<file path="config.mk">
export PLATFORM = sky130hd
export DESIGN_NAME = dds_spi_writer
export DESIGN_NICKNAME = d
export VERILOG_FILES = /design/src/rtl/dds_spi_writer.sv
export SDC_FILE = /design/constraint.sdc
export NUM_CORES = 1
export LEC_CHECK = 0
export BUFFER_PORTS_ARGS = -buffer_cell sky130_fd_sc_hd__buf_2
export CELL_PAD_IN_SITES_DETAIL_PLACEMENT = 2
export CELL_PAD_IN_SITES_GLOBAL_PLACEMENT = 2
export CORE_MARGIN = 1.5
export CORE_UTILIZATION = 36
export DETAILED_ROUTE_END_ITERATION = 8
export PLACE_DENSITY_LB_ADDON = 0.1
export SLEW_MARGIN = 40
export SYNTH_ARGS = -nofsm -noshare
export SYNTH_HDL_FRONTEND = slang
export SYNTH_SLANG_ARGS = --single-unit
</file>
<file path="constraint.sdc">
create_clock -name CLK100MHZ -period 4.16 [get_ports CLK100MHZ]
set_input_delay 0.208 -clock CLK100MHZ [delete_from_list [all_inputs] [get_ports CLK100MHZ]]
set_output_delay 0.208 -clock CLK100MHZ [all_outputs]
set_load 0.02 [all_outputs]
</file>
<file path="src/rtl/dds_spi_writer.sv">
// AD9910 register writer: serialises one instruction byte plus 1..4 data bytes
// per accepted 64-bit word on a mode-0 SPI port, then optionally pulses IO_UPDATE.
module dds_spi_writer #(
    parameter int CLK_DIV     = 4,
    parameter int IOUPD_WIDTH = 8
) (
    input  logic        CLK100MHZ,
    input  logic        reset,
    input  logic        start,
    input  logic [63:0] data_in,
    output logic        busy,
    output logic        done,
    output logic        cs_n,
    output logic        sclk,
    output logic        sdio,
    output logic        io_update,
    output logic        start_dropped
);

    typedef enum logic [1:0] {IDLE, SHIFT, HOLD, IOUPD} state_t;

    localparam logic [7:0] DIV_LAST   = 8'(CLK_DIV - 1);
    localparam logic [7:0] IOUPD_LAST = 8'(IOUPD_WIDTH - 1);

    state_t      state;
    logic [39:0] shreg;
    logic [7:0]  div_cnt;
    logic [5:0]  bit_cnt;
    logic [5:0]  last_bit;
    logic [7:0]  iou_cnt;
    logic        upd_req;
    logic [39:0] frame;
    logic [5:0]  frame_last;
    logic        unused_bits;

    assign unused_bits = ^data_in[52:32];

    // Instruction byte followed by the N selected data bytes, left-aligned in 40 bits
    always_comb begin
        frame = '0;
        case (data_in[55:54])
            2'd0:    frame = {data_in[63:56], data_in[7:0],  24'd0};
            2'd1:    frame = {data_in[63:56], data_in[15:0], 16'd0};
            2'd2:    frame = {data_in[63:56], data_in[23:0], 8'd0};
            default: frame = {data_in[63:56], data_in[31:0]};
        endcase
        frame_last = {1'b0, data_in[55:54], 3'b000} + 6'd15;
    end

    always_ff @(posedge CLK100MHZ) begin
        if (reset) begin
            state         <= IDLE;
            busy          <= 1'b0;
            done          <= 1'b0;
            cs_n          <= 1'b1;
            sclk          <= 1'b0;
            sdio          <= 1'b0;
            io_update     <= 1'b0;
            start_dropped <= 1'b0;
            shreg         <= '0;
            div_cnt       <= '0;
            bit_cnt       <= '0;
            last_bit      <= '0;
            iou_cnt       <= '0;
            upd_req       <= 1'b0;
        end else begin
            done          <= 1'b0;
            start_dropped <= start && (state != IDLE);
            case (state)
                IDLE: begin
                    if (start) begin
                        state    <= SHIFT;
                        busy     <= 1'b1;
                        cs_n     <= 1'b0;
                        sclk     <= 1'b0;
                        sdio     <= data_in[63];
                        shreg    <= frame;
                        last_bit <= frame_last;
                        upd_req  <= data_in[53];
                        div_cnt  <= '0;
                        bit_cnt  <= '0;
                    end
                end
                SHIFT: begin
                    if (div_cnt != DIV_LAST) begin
                        div_cnt <= div_cnt + 8'd1;
                    end else begin
                        div_cnt <= '0;
                        if (!sclk) begin
                            sclk <= 1'b1;
                        end else begin
                            sclk <= 1'b0;
                            // New data only on the falling edge, so the DDS sees it stable at the rise
                            if (bit_cnt == last_bit) begin
                                state <= HOLD;
                            end else begin
                                bit_cnt <= bit_cnt + 6'd1;
                                shreg   <= {shreg[38:0], 1'b0};
                                sdio    <= shreg[38];
                            end
                        end
                    end
                end
                HOLD: begin
                    if (div_cnt != DIV_LAST) begin
                        div_cnt <= div_cnt + 8'd1;
                    end else begin
                        div_cnt <= '0;
                        cs_n    <= 1'b1;
                        sdio    <= 1'b0;
                        if (upd_req) begin
                            state     <= IOUPD;
                            io_update <= 1'b1;
                            iou_cnt   <= '0;
                        end else begin
                            state <= IDLE;
                            busy  <= 1'b0;
                            done  <= 1'b1;
                        end
                    end
                end
                IOUPD: begin
                    if (iou_cnt != IOUPD_LAST) begin
                        iou_cnt <= iou_cnt + 8'd1;
                    end else begin
                        state     <= IDLE;
                        io_update <= 1'b0;
                        busy      <= 1'b0;
                        done      <= 1'b1;
                    end
                end
                default: state <= IDLE;
            endcase
        end
    end

endmodule

</file>
Word level (Yosys, flattened, before mapping) --
Index checks and enable logic that the tools add are counted. Widths: inputs -> output; s select.
Storage, ports and cells: input port bits 67, bits in registers 77, output and inout port bits 7
Operators by class: add/sub/neg operators 4, muxes and demuxes 50, reduce and logical (&&, ||, !) cells 21, equal/unequal tests 18
Operator list (count):
- $mux 39 | 4
- $pmux 32 s3 | 1
- $pmux 39 s2 | 1
- $mux 8 | 5
- $pmux 8 s2 | 2
- $mux 6 | 4
- $ne 2x2->1 const B | 10
- $mux 1 | 18
- $add 8x1->8 const B | 2
- $mux 2 | 7
- $pmux 6 s2 | 1
- $reduce_and 6->1 | 2
- $reduce_and 5->1 | 2
- $reduce_bool 2->1 | 5
- $ne 8x2->1 const B | 1
- $ne 8x3->1 const B | 1
- $pmux 1 s2 | 4
- $pmux 2 s4 | 1
- $reduce_and 4->1 | 2
- $add 5x4->6 const B | 1
- $add 6x1->6 const B | 1
- $eq 2x2->1 const B | 3
- $eq 6x6->1 | 1
- $pmux 1 s3 | 2
- other kinds (7) | 12

Logic depth before layout (Yosys ltp) --
Gate-level depths: netlist of the first run.
depth in word-level cells 5, mapped depth 9

Worst setup path after synthesis of the first run --
Ideal clock, no wire load.
path type reg-to-reg, start register div_cnt[0], end register shreg[20], setup slack 2.091 ns, library setup time 0.138 ns, buffers on the path 2, required time 4.022 ns, arrival 1.930 ns, cell stages (with the launch flop) 9, path through dfxtp_1 > ha_1 > nor4b_4 > nand2_1 > a211o_1 > buf_4 > buf_2 > a221oi_1 > nor3_1
Between the ends: longest elaborated chain between the ends 3
Ends and longest elaborated chain:
- start, declared | line 27 | logic [7:0] div_cnt;
- start signal, assigned | line 86 | div_cnt <= div_cnt + 8'd1;
- start signal, assigned | line 106 | div_cnt <= div_cnt + 8'd1;
- $ne 8x2->1 | line 85 | if (div_cnt != DIV_LAST) begin
- $ne 2x2->1 (no source line)
- $reduce_and 5->1 (no source line)
- end signal, assigned | line 77 | shreg <= frame;
- end signal, assigned | line 98 | shreg <= {shreg[38:0], 1'b0};
- end, declared | line 26 | logic [39:0] shreg;
No other way between the ends. A chain may end at the register's enable or synchronous reset.

Final worst setup path of the first run --
start register div_cnt[0], end register shreg[9]
The elaborated chain is that of the path after synthesis.

==> impl_metrics.tcl, run 1 <==
set metrics [dict create \
    switching_share_pct 37.97 \
    ys_async_sr_fraction_pct 0 \
    power_density_nw_per_um2 586.4 \
    io_buffers 52 \
    seqPwrFrac_pct 34.8 \
    yosysMostFrequentCell "dfxtp_1" \
    die_x_um 111.1 \
    skew_ns 0.005696 \
    htree_num_levels 3 \
    cp_slowest_stage_delay_ns 0.60 \
    synth_top_family_by_area "compound AO/OA/AOI/OAI gates" \
    grt_pass1_wl_um 24460 \
    internal_power_uw 1767 \
    synth_top_area_share_pct 35.68 \
    clkSinkCount 75 \
    syn_inst 499 \
    numCtsBuffers 9 \
    drt_iter0_drc 220 \
    nFillCells 1268 \
    fin_crit_sh_pct 65.91 \
    crit_type "reg -> reg" \
    postLayoutSetupSlackWorst_ns 1.418 \
    diodes 0 \
    die_h_um 111.1 \
    routed_wirelength_um 14380 \
    netlist_area_sq_um 4208 \
    slew_viol_final 0 \
    clk_pin_slew_worst_paths_ns 0.06 \
    dieArea_sq_um 12350 \
    syn_area_per_cell_sq_um 8.432 \
    crit_chain "ha_1 -> nor4b_4 -> nand2_1 -> a211oi_4 -> nor2_2 -> o41ai_1" \
    post_cts_resized 0 \
    cts_tree "built" \
    tightest_slew_ns 0.7323 \
    synth-compound-area-share_pct 26.70 \
    antenna_left 0 \
    period_minus_slack_ns 2.742 \
    p_leak_uw 0.001932 \
    postCtsHoldBufs 0 \
    vias 4115 \
    drive_gt1_share_pct 18.16 \
    yosysTopAreaCell "dfxtp_1" \
    vdd_drop_max_mv 0.2365 \
    pre_cts_slack_ns 1.419 \
    synth_seq_cells 75 \
    required_ns 4.39 \
    grt_max_degree 55 \
    drv_cap 0 \
    std_cell_rows 39 \
    clockPowerShare_pct 29.5 \
    grt_pass1_vias 4538 \
    power_uw 2849 \
    postCtsSetupRepairBufs 0 \
    final_cells 677 \
    grt_setup_unrepaired "false" \
    gp_congestion 0.7883 \
    ys_warn_count 0 \
    synth-edff-count 0 \
    antenna_found_initial 0 \
    synthAdderAreaFrac_pct 4.163 \
    relSlewSlack_pct 50.88 \
    root_buffer "clkbuf_16" \
    ys.flop_type "dfxtp_1" \
    synthXorXnorAreaFrac_pct 3.539 \
    dp.cells 661 \
    via_per_inst 6.078 \
    crit_path_end_kind "register" \
    clock.fmax_ghz 0.3647 \
    grt_overflow 0 \
    ys_seq_area_share_pct 35.68 \
    clock_latency_ns 0.35 \
    muxShareOfSynthArea_pct 2.171 \
    grt_usage_pct 24.65 \
    status "complete, no violations" \
    io_pins 74 \
    hold_violations 0 \
    finalSetupViolations 0 \
    area_growth_pct 15.46 \
    initial_core_util_pct 36.85 \
    p_switching_uw 1082 \
    post-dp-hpwl_um 9839 \
    drcViolationCount 0 \
    combPwrFrac_pct 35.7 \
    synth.top_cells.by_count "dfxtp_1, nand2_1, nor2_1, a21oi_1, nor3_1" \
    wl_per_cell_um 21.24 \
    hold_class "in -> reg" \
    worst_ep_arrival_time_ns 2.97 \
    yosysUniqueCellTypes 56 \
    slowest_stage "a211oi_4" \
    nets 610 \
    synth_nets 580 \
    finalSetupTns_ns 0 \
    start_kind "register" \
    cp_max_fo 10 \
    drt_pass1_iterations 5 \
    core_area_sq_um 11420 \
    synthTopCellsByArea "dfxtp_1, a221oi_1, nand2_1" \
    clockBufferDepth 2 \
    synth-simple-area-share_pct 22.30 \
]
-- critical path, delay by kind of cell (launching register included) --
kind	cells	cell delay (ns)
fa+ha+maj	1	0.25
compound gates	2	1.05
flops	1	0.38
simple gates	3	0.93
-- sequential cells by signal, indices dropped and copies added, names as in the netlist --
name,count
busy,1
div_cnt,8
state,2
bit_cnt,6
shreg,39
iou_cnt,8
last_bit,4
io_update,1
start_dropped,1
sclk,1
sdio,1
cs_n,1
done,1
upd_req,1
-- cell usage in the layout, fill, tap and decap left out, types with 3 or more instances in the layout --
master and count:
a222oi_1 8, buf_4 8, a221oi_2 8, a21oi_1 31, o21ai_0 13, clkbuf_8 3, mux2i_1 8, clkbuf_16 9
nor3_1 31, buf_2 52, o31ai_1 5, or4_1 5, nor2_1 47, a211o_1 3, a21o_1 3, o221a_1 5
dfxtp_1 75, nand4_1 16, and3_1 5, o41ai_1 10, a211oi_1 8, ha_1 13, and2_1 5, xnor2_1 4
o211a_1 9, nand3_1 16, xor2_1 13, nand2_1 50, nor2b_1 3, inv_1 12, a221oi_1 22
-- final cells by class --
cell class                 instances  area (sq um)  area share, %
multi-input combinational        370          2495          51.35
sequential                        75          1501          30.90
timing repair buffer              60         320.3          6.593
clock buffer                      12         266.5          5.485
tap                              143         178.9          3.683
inverter                          13         48.80          1.004
clock inverter                     4         47.55         0.9786
-- power groups by stage --
| stage | clock network, uW | logic [uW] | registers [uW] |
|---|---|---|---|
| floorplan | 0 | 734 | 986 |
| global placement | 0 | 972 | 994 |
| detailed placement | 0 | 1020 | 1000 |
| CTS | 862 | 1020 | 993 |
| global route | 890 | 1140 | 1010 |
| finish | 841 | 1020 | 991 |
-- per-layer routing --
layer | GRT usage [%] | vias to the layer above | routed length, um
li1 | - | 1935 | -
met1 | 30.12 | 2066 | 6388
met2 | 43.79 | 92 | 7171
met3 | 4.101 | 22 | 566
met4 | 8.523 | 0 | 255
met5 | 0 | - | 0
-- path summary, 6_finish.rpt --
path / start / to / slack [ns] / depth (start not counted)
worst min-delay path: data_in[54] / last_bit[3]$_SDFFE_PP0P_ / 0.12 / 2
worst min register to register: iou_cnt[1]$_SDFFE_PP0P_ / iou_cnt[1]$_SDFFE_PP0P_ / 0.47 / 2
worst max-delay path: div_cnt[0]$_SDFFE_PP0P_ / shreg[9]$_SDFFE_PP0P_ / 1.42 / 6
worst max register to register: div_cnt[0]$_SDFFE_PP0P_ / shreg[9]$_SDFFE_PP0P_ / 1.42 / 6
-- metrics by stage --
step / util [%] / hold slack, ns / area, sq um
after global placement: 39.69 / 0.4592 / 4532
final: 42.55 / 0.1164 / 4858
after global routing: 42.55 / 0.1233 / 4858
after detailed placement: 39.75 / 0.4662 / 4539
after CTS: 42.50 / 0.1059 / 4853
after floorplan: - / 0.3036 / 4208
-- kinds of logic after synthesis --
logic type	after synthesis
multiplexers	9
AND/OR/NAND/NOR	192
buffers and inverters	54
AO/OA/AOI/OAI	138
flip-flops	75
adder cells (fa/ha/maj)	14
XOR/XNOR	17
(Power assumes the default switching activity.)
==> run 2: changes to the inputs <==
--- a/config.mk
+++ b/config.mk
@@ -9,7 +9,7 @@
 export CELL_PAD_IN_SITES_DETAIL_PLACEMENT = 2
 export CELL_PAD_IN_SITES_GLOBAL_PLACEMENT = 2
 export CORE_MARGIN = 1.5
-export CORE_UTILIZATION = 36
+export CORE_UTILIZATION = 33
 export DETAILED_ROUTE_END_ITERATION = 8
 export PLACE_DENSITY_LB_ADDON = 0.1
 export SLEW_MARGIN = 40
==> constraint.sdc (replaced) <==
create_clock -name CLK100MHZ -period 2.7 [get_ports CLK100MHZ]
set_input_delay 0.135 -clock CLK100MHZ [delete_from_list [all_inputs] [get_ports CLK100MHZ]]
set_output_delay 0.135 -clock CLK100MHZ [all_outputs]
set_load 0.02 [all_outputs]
==> run 2 against run 1 <==
Against the previous run: setup slack got worse by 1.1 ns; final cell count grew 4.9%; count of clock-buffer cells in the layout did not move; sequential cell count stayed put; critical path depth fell by 1; sequential share of layout area fell by 0.63 points; total power grew 60%; combinational power up 55%; clock skew increased by 0.0018 ns; sequential power grew 53%; routed wire length fell by 2.1%; critical endpoint is now shreg[1]$_SDFFE_PP0P_; highest routed layer unchanged.
==> impl_metrics.tcl, run 2 (same netlist as run 1, synthesis figures left out) <==
set metrics [dict create \
    largestRegisters "shreg x39, div_cnt x8, iou_cnt x8" \
    finalSetupTns_ns 0 \
    clock_latency_ns 0.34 \
    drcViolationCount 0 \
    start_kind "register" \
    slowest_stage "or4_4" \
    fin_crit_sh_pct 88.83 \
    relSlewSlack_pct 52.59 \
    grt_max_degree 53 \
    pre_cts_slack_ns 0.2904 \
    routed_wirelength_um 14080 \
    core_area_sq_um 12520 \
    crit_path_end_kind "register" \
    dieArea_sq_um 13440 \
    antenna_found_initial 0 \
    drt_iter0_drc 220 \
    largest_reg_flops 39 \
    postCtsSetupRepairBufs 0 \
    area_growth_pct 17.87 \
    clockBufferDepth 2 \
    die_h_um 115.9 \
    regArea_sq_um 1501 \
    postLayoutSetupSlackWorst_ns 0.3017 \
    fin_util_pct 39.62 \
    nFillCells 1447 \
    io_buffers 52 \
    clkSinkCount 75 \
    post-dp-hpwl_um 9854 \
    crit_family "compound AO/OA/AOI/OAI gates" \
    hold_class "in -> reg" \
    vias 4042 \
    grt_usage_pct 22.00 \
    cp_max_fo 22 \
    drive_gt1_share_pct 18.77 \
    wl_per_cell_um 19.82 \
    status "complete, no violations" \
    grt_pass1_wl_um 22670 \
    crit_buf_inv 0 \
    crit_chain "or4_4 -> a211oi_4 -> a211o_1 -> nand2_2 -> o221a_2" \
    worst-r2r-setup-slack_ns 0.30 \
    gp_congestion 0.7333 \
    seqPwrFrac_pct 33.5 \
    p_leak_uw 0.001976 \
    crit_type "reg -> reg" \
    hold_violations 0 \
    grt_pass1_vias 4362 \
    period_minus_slack_ns 2.398 \
    slew_viol_final 0 \
    cp_slowest_stage_delay_ns 0.54 \
    tightest_slew_ns 0.7104 \
    final_cell_mix "dfxtp_1, buf_2, nand2_1" \
    p_switching_uw 1634 \
    clk_pin_slew_worst_paths_ns 0.06 \
    multi_input_area_sq_um 2482 \
    internal_power_uw 2921 \
    drt_pass1_iterations 5 \
    clock.fmax_ghz 0.4170 \
    skew_ns 0.007472 \
    grt_overflow 0 \
    drv_cap 0 \
    post_cts_resized 0 \
    die_x_um 115.9 \
    htree_num_levels 3 \
    required_ns 2.93 \
    combPwrFrac_pct 34.6 \
    nets 614 \
    diodes 0 \
    std_cell_rows 41 \
    vdd_drop_max_mv 0.4492 \
    mostFrequentLayoutCell "dfxtp_1" \
    cts_tree "built" \
    io_pins 74 \
    power_density_nw_per_um2 918.5 \
    worst_ep_arrival_time_ns 2.63 \
    via_per_inst 5.693 \
    postCtsHoldBufs 0 \
    numCtsBuffers 9 \
    top_register "shreg" \
    finalSetupViolations 0 \
    clockPowerShare_pct 32.0 \
    initial_core_util_pct 33.62 \
    root_buffer "clkbuf_16" \
    antenna_left 0 \
    switching_share_pct 35.88 \
    grt_setup_unrepaired "false" \
]
run 2: worst reg2reg max path, delay by kind of cell, from the launching register on:
kind / cells / cell delay, ns
AO/OA/AOI/OAI: 3 / 1.04
AND/OR/NAND/NOR: 2 / 0.89
flip-flops: 1 / 0.36
run 2: final timing paths:
path,cells after the start,end,startpoint
worst min-delay path,3,upd_req$_SDFFE_PP0P_,data_in[53]
worst max-delay path,5,shreg[1]$_SDFFE_PP0P_,bit_cnt[0]$_SDFFE_PP0P_
worst min register to register,2,shreg[9]$_SDFFE_PP0P_,shreg[9]$_SDFFE_PP0P_
worst max register to register,5,shreg[1]$_SDFFE_PP0P_,bit_cnt[0]$_SDFFE_PP0P_
run 2: metal layers:
layer	vias up	GRT usage (%)	wire [um]
met5	-	0	0
li1	1945	-	-
met1	2022	26.72	6310
met4	0	5.285	153
met3	9	4.759	449
met2	66	39.53	7161
run 2: layout make-up:
type                            instances  area share (%)
Tap cell                              172           4.339
Timing Repair Buffer                   64           7.064
Inverter                               13          0.9839
Clock buffer                           12           5.373
Sequential cell                        75           30.27
Multi-Input combinational cell        370           50.05
Clock inverter                          4           1.917
run 2: through the flow:
stage                     hold slack [ns]  power, uW  instance area [sq um]  std cells
after floorplan                    0.2306       2649                   4208        499
after global placement             0.3890       3053                   4598        694
after detailed placement           0.4017       3121                   4598        694
after CTS                         0.03661       4613                   4960        710
after global routing              0.05752       4851                   4960        710
final                             0.05775       4556                   4960        710
run 2: power groups by stage:
stage | logic (uW) | clock network, uW | registers (uW)
2_1_floorplan | 1130 | 0 | 1520
3_3_place_gp | 1530 | 0 | 1530
3_5_place_dp | 1580 | 0 | 1540
4_1_cts | 1600 | 1490 | 1530
5_1_grt | 1750 | 1540 | 1560
6_report | 1580 | 1460 | 1520
